File: src/rtl/xadc_drp_multi_channel_sequencer_pkg.sv
// Shared XADC DRP constants and the sequencer state encoding.
package teachee_defs;

  localparam logic [6:0] XADC_ADDR_CURRENT = 7'h14;
  localparam logic [6:0] XADC_ADDR_VOLTAGE = 7'h1c;

  typedef enum logic [1:0] {
    AWAIT_EOS,
    ISSUE,
    WAIT_DRDY
  } seq_state_t;

endpackage

File: src/rtl/xadc_drp_multi_channel_sequencer_axis_sample_hold_reg.sv
// Single-channel AXIS holding register; flags a sample lost to overwrite.
module axis_sample_hold_reg (
  input  logic        clk,
  input  logic        rst,
  input  logic        load,
  input  logic [15:0] load_data,
  input  logic        tready,
  output logic [15:0] tdata,
  output logic        tvalid,
  output logic        overflow_pulse
);

  always_ff @(posedge clk or posedge rst) begin
    if (rst) begin
      tdata          <= '0;
      tvalid         <= 1'b0;
      overflow_pulse <= 1'b0;
    end else begin
      // A load coinciding with an accept is not a loss: the old beat was taken.
      overflow_pulse <= load & tvalid & ~tready;
      if (load) begin
        tdata  <= load_data;
        tvalid <= 1'b1;
      end else if (tvalid && tready) begin
        tvalid <= 1'b0;
      end
    end
  end

endmodule

File: src/rtl/xadc_drp_multi_channel_sequencer.sv
// Reads a list of XADC DRP channels on every end-of-sequence and presents
// each result on its own AXIS-style holding register.
module xadc_drp_multi_channel_sequencer
  import teachee_defs::*;
#(
  parameter int unsigned                   NUM_CHANNELS  = 2,
  parameter logic [7*NUM_CHANNELS-1:0]     CHANNEL_ADDRS = {XADC_ADDR_VOLTAGE, XADC_ADDR_CURRENT},
  parameter int unsigned                   DRDY_TIMEOUT  = 64,
  parameter bit                            JUSTIFY_12    = 1'b0
) (
  input  logic                       clk,
  input  logic                       rst,
  input  logic                       enable,
  input  logic                       clear_errors,
  input  logic                       eos,
  output logic [6:0]                 drp_daddr,
  output logic                       drp_den,
  output logic                       drp_dwe,
  output logic [15:0]                drp_di,
  input  logic                       drp_drdy,
  input  logic [15:0]                drp_do,
  output logic [16*NUM_CHANNELS-1:0] m_tdata,
  output logic [NUM_CHANNELS-1:0]    m_tvalid,
  input  logic [NUM_CHANNELS-1:0]    m_tready,
  output logic [NUM_CHANNELS-1:0]    overflow_pulse,
  output logic                       timeout_error,
  output logic                       sweep_overrun,
  output logic                       busy
);

  localparam int unsigned IW = (NUM_CHANNELS > 1) ? $clog2(NUM_CHANNELS) : 1;
  localparam int unsigned TW = $clog2(DRDY_TIMEOUT);
  localparam logic [IW-1:0] LAST_IDX = IW'(NUM_CHANNELS - 1);
  localparam logic [TW-1:0] TMO_LAST = TW'(DRDY_TIMEOUT - 1);

  seq_state_t state, next_state;
  logic [IW-1:0] idx, next_idx;
  logic [TW-1:0] tcnt, next_tcnt;
  logic capture, timeout_hit;
  logic [15:0] sample;
  logic [NUM_CHANNELS-1:0] load;

  always_comb begin
    next_state  = state;
    next_idx    = idx;
    next_tcnt   = tcnt;
    capture     = 1'b0;
    timeout_hit = 1'b0;
    case (state)
      AWAIT_EOS: begin
        if (eos && enable) begin
          next_state = ISSUE;
          next_idx   = '0;
        end
      end
      ISSUE: begin
        next_tcnt  = '0;
        next_state = WAIT_DRDY;
      end
      WAIT_DRDY: begin
        // drdy on the final count still counts as a capture.
        if (drp_drdy) capture = 1'b1;
        else if (tcnt == TMO_LAST) timeout_hit = 1'b1;
        else next_tcnt = tcnt + 1'b1;
        if (capture || timeout_hit) begin
          if (idx == LAST_IDX) begin
            next_state = AWAIT_EOS;
          end else begin
            next_idx   = idx + 1'b1;
            next_state = ISSUE;
          end
        end
      end
      default: next_state = AWAIT_EOS;
    endcase
  end

  always_ff @(posedge clk or posedge rst) begin
    if (rst) begin
      state         <= AWAIT_EOS;
      idx           <= '0;
      tcnt          <= '0;
      timeout_error <= 1'b0;
      sweep_overrun <= 1'b0;
    end else begin
      state <= next_state;
      idx   <= next_idx;
      tcnt  <= next_tcnt;
      if (timeout_hit) timeout_error <= 1'b1;
      else if (clear_errors) timeout_error <= 1'b0;
      if (eos && state != AWAIT_EOS) sweep_overrun <= 1'b1;
      else if (clear_errors) sweep_overrun <= 1'b0;
    end
  end

  // idx only moves on entry to ISSUE, so the address holds between reads.
  always_comb begin
    drp_daddr = CHANNEL_ADDRS[6:0];
    for (int unsigned i = 0; i < NUM_CHANNELS; i++) begin
      if (idx == IW'(i)) drp_daddr = CHANNEL_ADDRS[7*i +: 7];
    end
  end

  assign drp_den = (state == ISSUE);
  assign drp_dwe = 1'b0;
  assign drp_di  = '0;
  assign busy    = (state != AWAIT_EOS);
  assign sample  = JUSTIFY_12 ? {4'b0000, drp_do[15:4]} : drp_do;

  for (genvar i = 0; i < NUM_CHANNELS; i++) begin : g_ch
    assign load[i] = capture && (idx == IW'(i));

    axis_sample_hold_reg u_hold (
      .clk            (clk),
      .rst            (rst),
      .load           (load[i]),
      .load_data      (sample),
      .tready         (m_tready[i]),
      .tdata          (m_tdata[16*i +: 16]),
      .tvalid         (m_tvalid[i]),
      .overflow_pulse (overflow_pulse[i])
    );
  end

endmodule

File: config.mk
export PLATFORM = sky130hd
export DESIGN_NAME = xadc_drp_multi_channel_sequencer
export DESIGN_NICKNAME = d
export VERILOG_FILES = /design/src/rtl/xadc_drp_multi_channel_sequencer_pkg.sv /design/src/rtl/xadc_drp_multi_channel_sequencer_axis_sample_hold_reg.sv /design/src/rtl/xadc_drp_multi_channel_sequencer.sv
export SDC_FILE = /design/constraint.sdc
export NUM_CORES = 1
export LEC_CHECK = 0
export CELL_PAD_IN_SITES_DETAIL_PLACEMENT = 1
export CELL_PAD_IN_SITES_GLOBAL_PLACEMENT = 1
export CORE_MARGIN = 4
export CORE_UTILIZATION = 33
export DETAILED_ROUTE_END_ITERATION = 10
export GPL_TIMING_DRIVEN = 0
export MAX_ROUTING_LAYER = met4
export PLACE_DENSITY_LB_ADDON = 0.1
export REMOVE_ABC_BUFFERS = 1
export SYNTH_ARGS = -nofsm -noshare
export SYNTH_HDL_FRONTEND = slang
export SYNTH_SLANG_ARGS = --single-unit
File: constraint.sdc
create_clock -name clk -period 2.05 [get_ports clk]
set_input_delay 0.3075 -clock clk [delete_from_list [all_inputs] [get_ports clk]]
set_output_delay 0.3075 -clock clk [all_outputs]
set_load 0.02 [all_outputs]
==> results.py <==
metrics = {
    "sta": {
        "rsz0062_at_grt": "yes",
        "slew_headroom": 0.643,
        "postLayoutSetupSlackWorst_ns": -0.00319,
        "fin_skew_ns": 0.00742,
        "fmax_mhz": 487,
        "finalSetupViolations": 1,
        "tightest_slew_ns": 0.532,
        "fin_crit_sh": 1.00,
        "finalSetupTns_ns": -0.00319,
        "fin_crit_ns": 2.05,
        "hold_viol_final": 0,
        "final_max_slew_viol_count": 0,
        "holdWs_ns": 0.252,
    },
    "worst_setup_path": {
        "cp_top_family": "simple AND/OR/NAND/NOR gates",
        "crit_chain": "inv_1 -> ha_1 -> nand3_2 -> mux2_2",
        "worstPathMaxFanout": 18,
        "arrival_ns": 2.24,
        "cp.required_ns": 2.23,
        "worstPathBufferInverterCount": 1,
        "critPathMaxStageDelay_ns": 0.53,
        "crit_type": "register to register",
        "crit_path_start_kind": "register",
        "crit_path_end_kind": "register",
        "worst_path_max_delay_cell": "nand3_2",
    },
    "drt": {
        "drt_wl_total_um": 4660,
        "via_count": 1467,
        "routed_via_density": 4.63,
        "wl_per_cell_um": 14.7,
        "first_iter_violations": 37,
        "drtPass1Iterations": 3,
        "ant_nets": 0,
        "route.detailed.drc": 0,
    },
    "synthesis": {
        "post_synth_mux_area_share": 0.176,
        "syn_inst": 178,
        "yosys.area_share.simple": 0.0696,
        "synth_compound_area_frac": 0.0690,
        "synth_top_family_by_area": "multiplexers",
        "yosysTopAreaCellShare": 0.532,
        "ys_seq_elements": 47,
        "synth.avg_cell_area_um2": 12.4,
        "yosysUniqueCellTypes": 35,
        "synth-xor-area-share": 0,
        "yosysTopAreaCell": "dfrtp_1",
        "synthAdderAreaFrac": 0.0283,
        "netlist_area_mm2": 0.00221,
        "yosys_warnings": 0,
        "ys_seq_area_frac": 0.532,
        "synth_area_leaders": "dfrtp_1, mux2_2, buf_4",
    },
    "clock_network": {
        "tritoncts": "built",
        "clkTransAtPathRegs_ns": 0.09,
        "clockBufferDepth": 2,
        "htree_levels": 2,
        "clock_latency_ns": 0.30,
        "cts_buffers": 5,
        "postCtsHoldBufs": 0,
        "clkSinkCount": 47,
        "post_cts_buffers": 0,
        "cts-root-buf": "clkbuf_8",
    },
    "pwr": {
        "totalPowerFinal_uw": 4260,
        "p_per_area_mw_per_mm2": 1460,
        "p_leak_uw": 0.00134,
        "max-vdd-ir-drop_mv": 0.672,
    },
    "run_status": {
        "status": "complete, but fails checks",
        "violations": "negative setup slack",
    },
    "layout": {
        "layout_common_cells": "clkdlybuf4s50_1, dfrtp_1, mux2_2, conb_1, inv_1",
        "fin_util": 0.456,
        "final_cell_count_no_fill": 317,
        "syn_to_final_growth_pct": 32.4,
        "diodes": 0,
        "final_common_cell": "clkdlybuf4s50_1",
        "multi_input_area_um2": 846,
        "drive_gt1_frac": 0.213,
        "layout.nets": 268,
        "nFillCells": 702,
        "regArea_mm2": 0.00118,
    },
    "place": {
        "io_buffer_count": 64,
        "dp_hpwl_um": 3380,
        "place_inst": 309,
        "gp_congestion": 0.693,
    },
    "global_route": {
        "grt_max_degree": 38,
        "grt_util_all_layers": 0.121,
        "grt_antenna_before_repair": 0,
        "grt_pass1_vias": 1499,
        "grt_pass1_wl_um": 7630,
        "grt_overflow": 0,
    },
    "floorplanning": {
        "io_pins": 88,
        "fp-row-count": 29,
        "die_area_mm2": 0.00808,
        "initial_core_util": 0.344,
        "dieWidth_um": 89.9,
        "core_mm2": 0.00642,
        "fp.dieH_um": 89.9,
    },
    "job": {
        "cap_violations": 0,
    },
    "hold_path": {
        "min_path_type": "primary input to async pin",
    },
}
sequential cells by signal, indices dropped and copies added (netlist names):
signal                      count
g_ch.u_hold.tdata              32
sweep_overrun                   1
tcnt                            6
idx                             1
g_ch.u_hold.tvalid              2
g_ch.u_hold.overflow_pulse      2
state                           2
timeout_error                   1
synthesized netlist by cell type:
master and n:
a41oi_1 1, nand2_1 8, a31oi_1 1, nand3_2 1
o21ai_0 2, nand2b_1 3, and4_4 1, clkbuf_1 1
and3_2 1, a211o_1 1, buf_4 29, mux2_2 32
a21o_4 1, a21oi_1 6, a31o_2 1, a311oi_1 1
nand4_1 1, conb_1 2, o221ai_1 1, nand3b_2 1
a22o_1 1, o21a_4 1, nor3_1 2, o31ai_1 1
o211ai_1 1, mux2_4 2, ha_1 5, o2bb2ai_1 1
inv_1 10, nand3_1 5, nor2_1 3, dfrtp_1 47
nor4_1 1, buf_2 2, nor2b_1 1
logic make-up after synthesis:
family	Yosys count
flops	47
buf+inv	42
mux	34
simple gates	28
compound gates	20
fa+ha+maj	5
other cells	2
timing repair:
item	in CTS	in global routing
cloned	0	0
endpoints found under the setup margin	33	32
gates resized for setup	1	0
report_power, final:
part	switching (µW)	leakage [µW]	internal [µW]	total, µW
registers	193	0.000610	1290	1490
logic	1020	0.000672	1070	2090
clock network	317	0.0000581	363	681
metal layers:
layer | global-route usage | vias up | wire length (µm) | share of wire
met5 | - | - | 0 | 0
met4 | 0.0421 | 0 | 46 | 0.0099
met3 | 0.0392 | 4 | 369 | 0.079
met2 | 0.188 | 67 | 2090 | 0.45
met1 | 0.148 | 715 | 2150 | 0.46
li1 | - | 681 | - | -
layout make-up:
class | count | share of cell area
well taps | 77 | 0.0329
clock buffers | 5 | 0.0235
flip-flops and latches | 47 | 0.402
clock inverters | 3 | 0.0150
repair buffers | 65 | 0.225
inverters | 10 | 0.0128
multi-input cells | 110 | 0.289
final timing paths:
kind,from,endpoint,slack [ns],cells past startpoint
worst max-delay path,state[0],g_ch[1].u_hold.tdata[12],-0.003,4
worst min-delay path,rst,g_ch[0].u_hold.tdata[14],0.25,2
worst max register to register,state[0],g_ch[1].u_hold.tdata[12],-0.003,4
worst min register to register,timeout_error,timeout_error,0.51,1
max in group asynchronous,rst,g_ch[0].u_hold.tdata[6],1.33,3
min in group clk,timeout_error,timeout_error,0.51,1
metrics by stage:
stage | area (µm²) | setup WS [ns]
after CTS | 2930 | -0.0885
after floorplan | 2060 | 0.412
after detailed placement | 2820 | -0.0764
after global routing | 2930 | -0.208
after global placement | 2800 | -0.420
final | 2930 | -0.00319
No activity file was read; power rests on OpenSTA's default activity.
